--- src/rtl/uart_transmitter_fifo.sv ---
`default_nettype none
// ============================================================================
//  Module      : uart_transmitter_fifo
//  Description : CPU UART transmit path. Bytes queue in a small FIFO and are
//                serialized as 8N1 frames at a fixed baud rate.
//  Revision    : 1.0 - initial release
// ============================================================================
module uart_transmitter_fifo #(
    parameter int CPU_CLOCK_FREQ = 50_000_000,
    parameter int BAUD_RATE      = 115_200,
    parameter int FIFO_DEPTH     = 4
) (
    input  logic       clk,
    input  logic       rst,
    input  logic [7:0] data_in,
    input  logic       data_in_valid,
    output logic       data_in_ready,
    output logic       serial_out,
    output logic       tx_busy
);

    localparam int c_symbol_edge_time = CPU_CLOCK_FREQ / BAUD_RATE;
    localparam int c_cnt_w  = (c_symbol_edge_time > 1) ? $clog2(c_symbol_edge_time) : 1;
    localparam int c_addr_w = $clog2(FIFO_DEPTH);
    localparam int c_ptr_w  = c_addr_w + 1;
    localparam logic [c_cnt_w-1:0] c_baud_last = c_cnt_w'(c_symbol_edge_time - 1);

    localparam logic [1:0] c_st_idle  = 2'd0;
    localparam logic [1:0] c_st_start = 2'd1;
    localparam logic [1:0] c_st_data  = 2'd2;
    localparam logic [1:0] c_st_stop  = 2'd3;

    // ------------------------------------------------------------------
    // FIFO storage and pointers (one extra MSB distinguishes full/empty)
    // ------------------------------------------------------------------
    logic [7:0]         r_mem [FIFO_DEPTH];
    logic [c_ptr_w-1:0] r_wr_ptr;
    logic [c_ptr_w-1:0] r_rd_ptr;
    logic               w_full;
    logic               w_empty;
    logic               w_push;
    logic               w_pop;
    logic [7:0]         w_head;

    assign w_empty = (r_wr_ptr == r_rd_ptr);
    assign w_full  = (r_wr_ptr[c_ptr_w-1] != r_rd_ptr[c_ptr_w-1]) &&
                     (r_wr_ptr[c_addr_w-1:0] == r_rd_ptr[c_addr_w-1:0]);
    assign w_push  = data_in_valid && !w_full;
    assign w_head  = r_mem[r_rd_ptr[c_addr_w-1:0]];

    assign data_in_ready = !w_full;

    always_ff @(posedge clk) begin
        if (w_push) begin
            r_mem[r_wr_ptr[c_addr_w-1:0]] <= data_in;
        end
    end

    always_ff @(posedge clk or posedge rst) begin
        if (rst) begin
            r_wr_ptr <= '0;
            r_rd_ptr <= '0;
        end else begin
            if (w_push) begin
                r_wr_ptr <= r_wr_ptr + 1'b1;
            end
            if (w_pop) begin
                r_rd_ptr <= r_rd_ptr + 1'b1;
            end
        end
    end

    // ------------------------------------------------------------------
    // Serializer FSM
    // ------------------------------------------------------------------
    logic [1:0]         r_state;
    logic [1:0]         w_state_next;
    logic [c_cnt_w-1:0] r_baud_cnt;
    logic [c_cnt_w-1:0] w_baud_next;
    logic [2:0]         r_bit_idx;
    logic [2:0]         w_bit_next;
    logic [7:0]         r_shift;
    logic [7:0]         w_shift_next;
    logic               r_serial_out;
    logic               w_serial_next;
    logic               w_baud_done;

    assign w_baud_done = (r_baud_cnt == c_baud_last);

    always_comb begin
        w_state_next  = r_state;
        w_baud_next   = r_baud_cnt;
        w_bit_next    = r_bit_idx;
        w_shift_next  = r_shift;
        w_pop         = 1'b0;
        w_serial_next = 1'b1;

        case (r_state)
            c_st_idle: begin
                if (!w_empty) begin
                    w_pop        = 1'b1;
                    w_shift_next = w_head;
                    w_baud_next  = '0;
                    w_state_next = c_st_start;
                end
            end
            c_st_start: begin
                if (w_baud_done) begin
                    w_baud_next  = '0;
                    w_bit_next   = 3'd0;
                    w_state_next = c_st_data;
                end else begin
                    w_baud_next = r_baud_cnt + 1'b1;
                end
            end
            c_st_data: begin
                if (w_baud_done) begin
                    w_baud_next = '0;
                    if (r_bit_idx == 3'd7) begin
                        w_state_next = c_st_stop;
                    end else begin
                        w_bit_next = r_bit_idx + 3'd1;
                    end
                end else begin
                    w_baud_next = r_baud_cnt + 1'b1;
                end
            end
            c_st_stop: begin
                if (w_baud_done) begin
                    w_baud_next = '0;
                    // Chain straight into the next frame when a byte is waiting
                    if (!w_empty) begin
                        w_pop        = 1'b1;
                        w_shift_next = w_head;
                        w_state_next = c_st_start;
                    end else begin
                        w_state_next = c_st_idle;
                    end
                end else begin
                    w_baud_next = r_baud_cnt + 1'b1;
                end
            end
            default: begin
                w_state_next = c_st_idle;
            end
        endcase

        // Line level is registered from the upcoming state so it never glitches
        case (w_state_next)
            c_st_start: w_serial_next = 1'b0;
            c_st_data:  w_serial_next = w_shift_next[w_bit_next];
            default:    w_serial_next = 1'b1;
        endcase
    end

    always_ff @(posedge clk or posedge rst) begin
        if (rst) begin
            r_state      <= c_st_idle;
            r_baud_cnt   <= '0;
            r_bit_idx    <= 3'd0;
            r_shift      <= 8'd0;
            r_serial_out <= 1'b1;
        end else begin
            r_state      <= w_state_next;
            r_baud_cnt   <= w_baud_next;
            r_bit_idx    <= w_bit_next;
            r_shift      <= w_shift_next;
            r_serial_out <= w_serial_next;
        end
    end

    assign serial_out = r_serial_out;
    assign tx_busy    = (r_state != c_st_idle) || !w_empty;

endmodule
`default_nettype wire
--- config.mk ---
export PLATFORM = sky130hd
export DESIGN_NAME = uart_transmitter_fifo
export DESIGN_NICKNAME = d
export VERILOG_FILES = /design/src/rtl/uart_transmitter_fifo.sv
export SDC_FILE = /design/constraint.sdc
export NUM_CORES = 1
export LEC_CHECK = 0
export CAP_MARGIN = 20
export CORE_MARGIN = 2
export CORE_UTILIZATION = 40
export CTS_BUF_LIST = sky130_fd_sc_hd__clkbuf_8
export DETAILED_ROUTE_END_ITERATION = 8
export PLACE_DENSITY = 0.53
export SETUP_SLACK_MARGIN = 0.15
export SLEW_MARGIN = 20
export SYNTH_ARGS = -nofsm -noshare
export SYNTH_HDL_FRONTEND = slang
export SYNTH_SLANG_ARGS = --single-unit
--- constraint.sdc ---
create_clock -name clk -period 4.2 [get_ports clk]
set_input_delay 0.42 -clock clk [delete_from_list [all_inputs] [get_ports clk]]
set_output_delay 0.42 -clock clk [all_outputs]
set_load 0.01 [all_outputs]
==> reports/metrics.cfg, run 1 <==
[status]
status = completed

[floorplan]
rows = 30
ios = 14
die_y_microns = 87.9
start_util_pct = 41.5
die_x_microns = 87.9
die-area_sq_mm = 0.00773
core_area_sq_mm = 0.00679

[yosys]
yosysWarnings = 0
synthXorXnorAreaFrac_pct = 4.35
syn_avg_cell_area_sq_um = 13.5
synth-seq-area-share_pct = 59.9
synth_flop_cell = edfxtp_1
synth_mux_area_share_pct = 7.55
syn_inst = 208
synth_edf_count = 32
synth_compound_area_share_pct = 8.17
synth_nets = 232
ys_types = 50
yosys.area_share.simple_pct = 11.7
async_flop_share_pct = 47.5
syn_area_sq_mm = 0.00282
synthAdderAreaFrac_pct = 5.77
synth_top_family_by_area = simple AND/OR/NAND/NOR gates
synth.ff_latch_count = 61

[worst_setup_path]
worstSetupStartpointType = register
rrSetupSlack_ns = 1.55
slowest_delay_ns = 0.60
cp-end-kind = output port
crit_chain = xnor2_1, nand2_1, or2_2, clkdlybuf4s50_1
crit_required_ns = 3.78
cp.arrival_ns = 2.27
cp_max_fo = 13
slowest_stage = dfrtp_1
critPathKind = reg2out

[sta]
fin_worst_skew_ns = 0.00951
rsz0062_at_grt = no
worst_slew_pin_slew_ns = 0.605
period_minus_slack_ns = 2.69
clock.fmax_mhz = 371
hold_viol = 0
finalSetupViolCount = 0
post-route-period-util_pct = 64.1
slew_headroom_pct = 59.6
tns_ns = 0
slew_viol_final = 0

[final_layout]
area_growth_pct = 15.5
final_cell_mix = edfxtp_1, dfrtp_1, nor2_1
fillers = 614
seq_area_sq_mm = 0.00169
final_core_util_pct = 47.9
final_common_cell = edfxtp_1
layout-drive-gt1-share_pct = 15.9
nets = 251
antennaDiodeCount = 0
multi_input_area_sq_mm = 0.00106

[clock_network]
cts_sinks = 61
h-tree-depth = 3
clk_path_buf_depth = 2
cts_tree = yes
clock_latency_ns = 0.33
numCtsBuffers = 9
cts_hold_buf = 0
cts_post_setup_buffers_inserted = 0
cts_root_buf = clkbuf_8
clkSlewWorstSetupHoldPaths_ns = 0.07
cts_resized = 0

[pwr]
cellLeakagePower_uw = 0.00131
p_sw_uw = 375
p_int_uw = 1120
power.density_mw_per_mm2 = 460
p_total_uw = 1500
p_comb_share_pct = 12.9
clkPwrFrac_pct = 37.1
ir_worst_vdd_mv = 0.242
pwr-share-seq_pct = 50.0
p_sw_share_pct = 25.1

[placement]
portBuffers = 13
dp_hpwl_mm = 3.71
gp_congestion = 0.776

[detailed_routing]
vias = 1648
drtPass1Iterations = 4
post-route-drc-count = 0
via_per_inst = 5.02
routed_wl_mm = 5.13
drt_iter0_markers = 74
wl_per_cell_microns = 15.6
ant_nets = 0

[grt]
grt_pass1_vias = 1780
overflow = 0
grt_antenna_before_repair = 0
grt_util_all_layers_pct = 15.4
grt_pass1_wl_mm = 8.67
grt_start_max_net_pins = 30

[hold_path]
holdCritPathClass = in2async

[run]
drv_cap = 0

-- power by group through the flow --
stage / clock (uW) / sequential [uW] / combinational [uW]
after CTS: 571 / 750 / 199
after global placement: 0 / 759 / 187
after global routing: 601 / 755 / 218
after detailed placement: 0 / 763 / 197
final: 555 / 748 / 194
after floorplan: 0 / 745 / 137
-- final timing paths --
| path | from | end | depth (start not counted) |
|---|---|---|---|
| setup reg to reg | r_rd_ptr[0]$_DFFE_PP0P_ | serial_out$_DFF_PP1_ | 7 |
| min in group clk | r_rd_ptr[2]$_DFFE_PP0P_ | r_rd_ptr[2]$_DFFE_PP0P_ | 1 |
| hold / removal | rst | r_wr_ptr[2]$_DFFE_PP0P_ | 2 |
| max in group asynchronous | rst | r_bit_idx[2]$_DFF_PP0_ | 2 |
| setup / recovery | r_rd_ptr[0]$_DFFE_PP0P_ | data_in_ready | 4 |
| hold reg to reg | r_rd_ptr[2]$_DFFE_PP0P_ | r_rd_ptr[2]$_DFFE_PP0P_ | 1 |
-- logic make-up after synthesis --
family	after synthesis
simple gates	60
flops	61
mux	13
fa+ha+maj	13
compound gates	30
buf+inv	17
xor+xnor	14
-- layer usage --
metal,GRT usage [%],wire (microns)
met1,18.6,2280
met5,0,0
met2,25.8,2690
met3,3.68,155
met4,7.69,0
-- Yosys cell counts, types with 3 or more instances --
library cell | number | share of area (%)
nor2_1 | 15 | 2.0
a2bb2oi_1 | 3 | 0.93
edfxtp_1 | 32 | 34
mux2i_1 | 4 | 1.4
a21oi_1 | 5 | 0.89
dfrtp_1 | 28 | 25
inv_1 | 12 | 1.6
a22o_1 | 6 | 1.9
xor2_1 | 6 | 1.9
nand3_1 | 7 | 1.2
and3_1 | 7 | 1.6
nor3_1 | 3 | 0.53
xnor2_1 | 8 | 2.5
mux4_2 | 6 | 4.8
ha_1 | 13 | 5.8
nand2_1 | 13 | 1.7
-- layout make-up --
cell class | count | share of cell area, %
Clock buffer | 9 | 3.81
Clock inverter | 7 | 2.77
Inverter | 12 | 1.38
Multi-Input combinational cell | 130 | 32.5
Sequential cell | 61 | 51.9
Tap cell | 96 | 3.69
Timing Repair Buffer | 13 | 4.00
-- sequential cells by signal, summed over array words and instances, names as in the netlist --
signal,count
r_state,2
r_rd_ptr,3
r_bit_idx,3
r_shift,8
r_wr_ptr,3
serial_out,1
r_mem,32
r_baud_cnt,9
-- per-stage QoR --
stage / instance area (sq um) / setup slack, ns / cells / hold WS, ns
3_3_place_gp: 3040 / 1.67 / 312 / 0.483
2_1_floorplan: 2820 / 1.88 / 208 / 0.438
6_report: 3250 / 1.51 / 328 / 0.478
5_1_grt: 3250 / 1.29 / 328 / 0.528
3_5_place_dp: 3040 / 1.55 / 312 / 0.484
4_1_cts: 3250 / 1.47 / 328 / 0.492
-- critical path, delay by kind of cell, from the launching register on --
kind	cells	cell delay [ns]
buffers and inverters	1	0.50
XOR/XNOR	1	0.41
AND/OR/NAND/NOR	2	0.44
flip-flops	1	0.60
Note: power is estimated with default switching activity, not from simulation.
==> run 2, diff against run 1 <==
==> constraint.sdc (replaced) <==
create_clock -name clk -period 2.7 [get_ports clk]
set_input_delay 0.27 -clock clk [delete_from_list [all_inputs] [get_ports clk]]
set_output_delay 0.27 -clock clk [all_outputs]
set_load 0.01 [all_outputs]
==> reports/metrics.cfg, run 2 (synthesis results as in run 1) <==
[detailed_routing]
via_per_inst = 5.15
vias = 1720
wl_per_cell_microns = 16.2
ant_nets = 0
drtPass1Iterations = 4
routed_wl_mm = 5.41
post-route-drc-count = 0
drt_iter0_markers = 84

[clock_network]
numCtsBuffers = 9
cts_tree = yes
cts_root_buf = clkbuf_8
cts_sinks = 61
h-tree-depth = 3
clock_latency_ns = 0.33
clkSlewWorstSetupHoldPaths_ns = 0.07
cts_hold_buf = 0
clk_path_buf_depth = 2

[grt]
overflow = 0
grt_start_max_net_pins = 30
grt_util_all_layers_pct = 16.1
grt_antenna_before_repair = 0
grt_pass1_wl_mm = 9.11
grt_pass1_vias = 1808

[sta]
worst_slew_pin_slew_ns = 0.552
period_minus_slack_ns = 2.43
clock.fmax_mhz = 411
post-route-period-util_pct = 90.1
finalSetupViolCount = 0
slew_headroom_pct = 63.2
fin_worst_skew_ns = 0.0100
tns_ns = 0
slew_viol_final = 0
rsz0062_at_grt = no
hold_viol = 0
fin_hold_ws_ns = 0.303

[worst_setup_path]
cp.arrival_ns = 2.67
cp_max_fo = 7
worstSetupStartpointType = register
crit_required_ns = 2.94
cp-end-kind = register
critPathKind = reg2reg

[pwr]
ir_worst_vdd_mv = 0.360
cellLeakagePower_uw = 0.00134
p_total_uw = 2250
p_comb_share_pct = 13.8
p_sw_uw = 579
power.density_mw_per_mm2 = 676
pwr-share-seq_pct = 51.2
p_int_uw = 1670
p_sw_share_pct = 25.7
clkPwrFrac_pct = 35.1

[hold_path]
holdCritPathClass = in2async

[placement]
place_area_sq_mm = 0.00307
place_inst = 316
dp_hpwl_mm = 3.76
gp_congestion = 0.738
portBuffers = 13

[floorplan]
die-area_sq_mm = 0.00773
core_area_sq_mm = 0.00679
rows = 30
die_x_microns = 87.9
start_util_pct = 41.5
die_y_microns = 87.9
ios = 14

[final_layout]
fillers = 597
nets = 257
area_growth_pct = 18.2
antennaDiodeCount = 0
fin_area_sq_mm = 0.00333
final_cell_mix = edfxtp_1, dfrtp_1, nor2_1, inv_1
stdcell_count = 334
final_common_cell = edfxtp_1
layout-drive-gt1-share_pct = 19.3
largest_reg_flops = 32

[status]
status = completed

[run]
drv_cap = 0

run 2: changes by cell type in the layout (fill, tap and decap cells not counted), sizes merged:
cell / previous run / this run
buf: 0 / 6
clkinv: 4 / 2
inv: 12 / 14
bufinv: 2 / 1
clkbuf: 9 / 10
run 2: what timing repair did:
| action | CTS | global route |
|---|---|---|
| setup endpoints to repair | 0 | 1 |
| buffers inserted | 0 | 2 |
| resized for setup | 0 | 9 |
run 2: cell type report:
cell class	count	area (sq um)	area share, %
clock buffers	10	138	4.13
multi-input cells	130	1110	33.3
clock inverters	6	55.1	1.65
well taps	96	120	3.61
repair buffers	19	175	5.26
flip-flops and latches	61	1690	50.7
inverters	12	45.0	1.35
run 2: through the flow:
step	util (%)	worst slack, ns
after floorplan	-	0.382
after global placement	45.2	0.268
after detailed placement	45.2	0.180
after CTS	48.0	0.167
after global routing	49.0	0.139
final	49.0	0.268
run 2: path summary, 6_finish.rpt:
kind                                            from                         to  slack [ns]  cells after the start
min                                              rst  r_baud_cnt[6]$_DFFE_PP0P_        0.30                      3
min in group clk                r_shift[6]$_DFF_PP0_       r_shift[6]$_DFF_PP0_        0.49                      2
max reg2reg                r_baud_cnt[1]$_DFFE_PP0P_       serial_out$_DFF_PP1_        0.27                      9
max in group asynchronous                        rst       serial_out$_DFF_PP1_        2.07                      3
min reg2reg                     r_shift[6]$_DFF_PP0_       r_shift[6]$_DFF_PP0_        0.49                      2
max                        r_baud_cnt[1]$_DFFE_PP0P_       serial_out$_DFF_PP1_        0.27                      9
run 2: power by group through the flow:
stage,clock network (uW),logic [uW],registers [uW]
finish,790,310,1150
global route,861,346,1160
CTS,811,312,1150
detailed placement,0,311,1170
global placement,0,304,1160
floorplan,0,213,1160
run 2: worst max-delay path, cell delays in order, from the launching register on:
cell and delay (ns):
dfrtp_1 0.40, inv_1 0.08, ha_1 0.13, and4b_2 0.26
nand2_1 0.10, a21o_1 0.24, a211o_4 0.39, mux2_4 0.31
a311oi_2 0.27, a41oi_1 0.15
run 2: routing by layer:
| layer | global-route usage [%] | part of all wire [%] |
|---|---|---|
| met5 | 0 | 0 |
| met4 | 8.39 | 2.1 |
| met3 | 3.58 | 2.7 |
| met2 | 26.9 | 52 |
| met1 | 19.6 | 44 |
==> run 3, diff against run 2 <==
--- a/config.mk
+++ b/config.mk
@@ -16,3 +16,4 @@
 export SYNTH_ARGS = -nofsm -noshare
 export SYNTH_HDL_FRONTEND = slang
 export SYNTH_SLANG_ARGS = --single-unit
+export TNS_END_PERCENT = 10
==> results of run 3 <==
No change in the layout: final DEF, timing and power equal those of run 2.
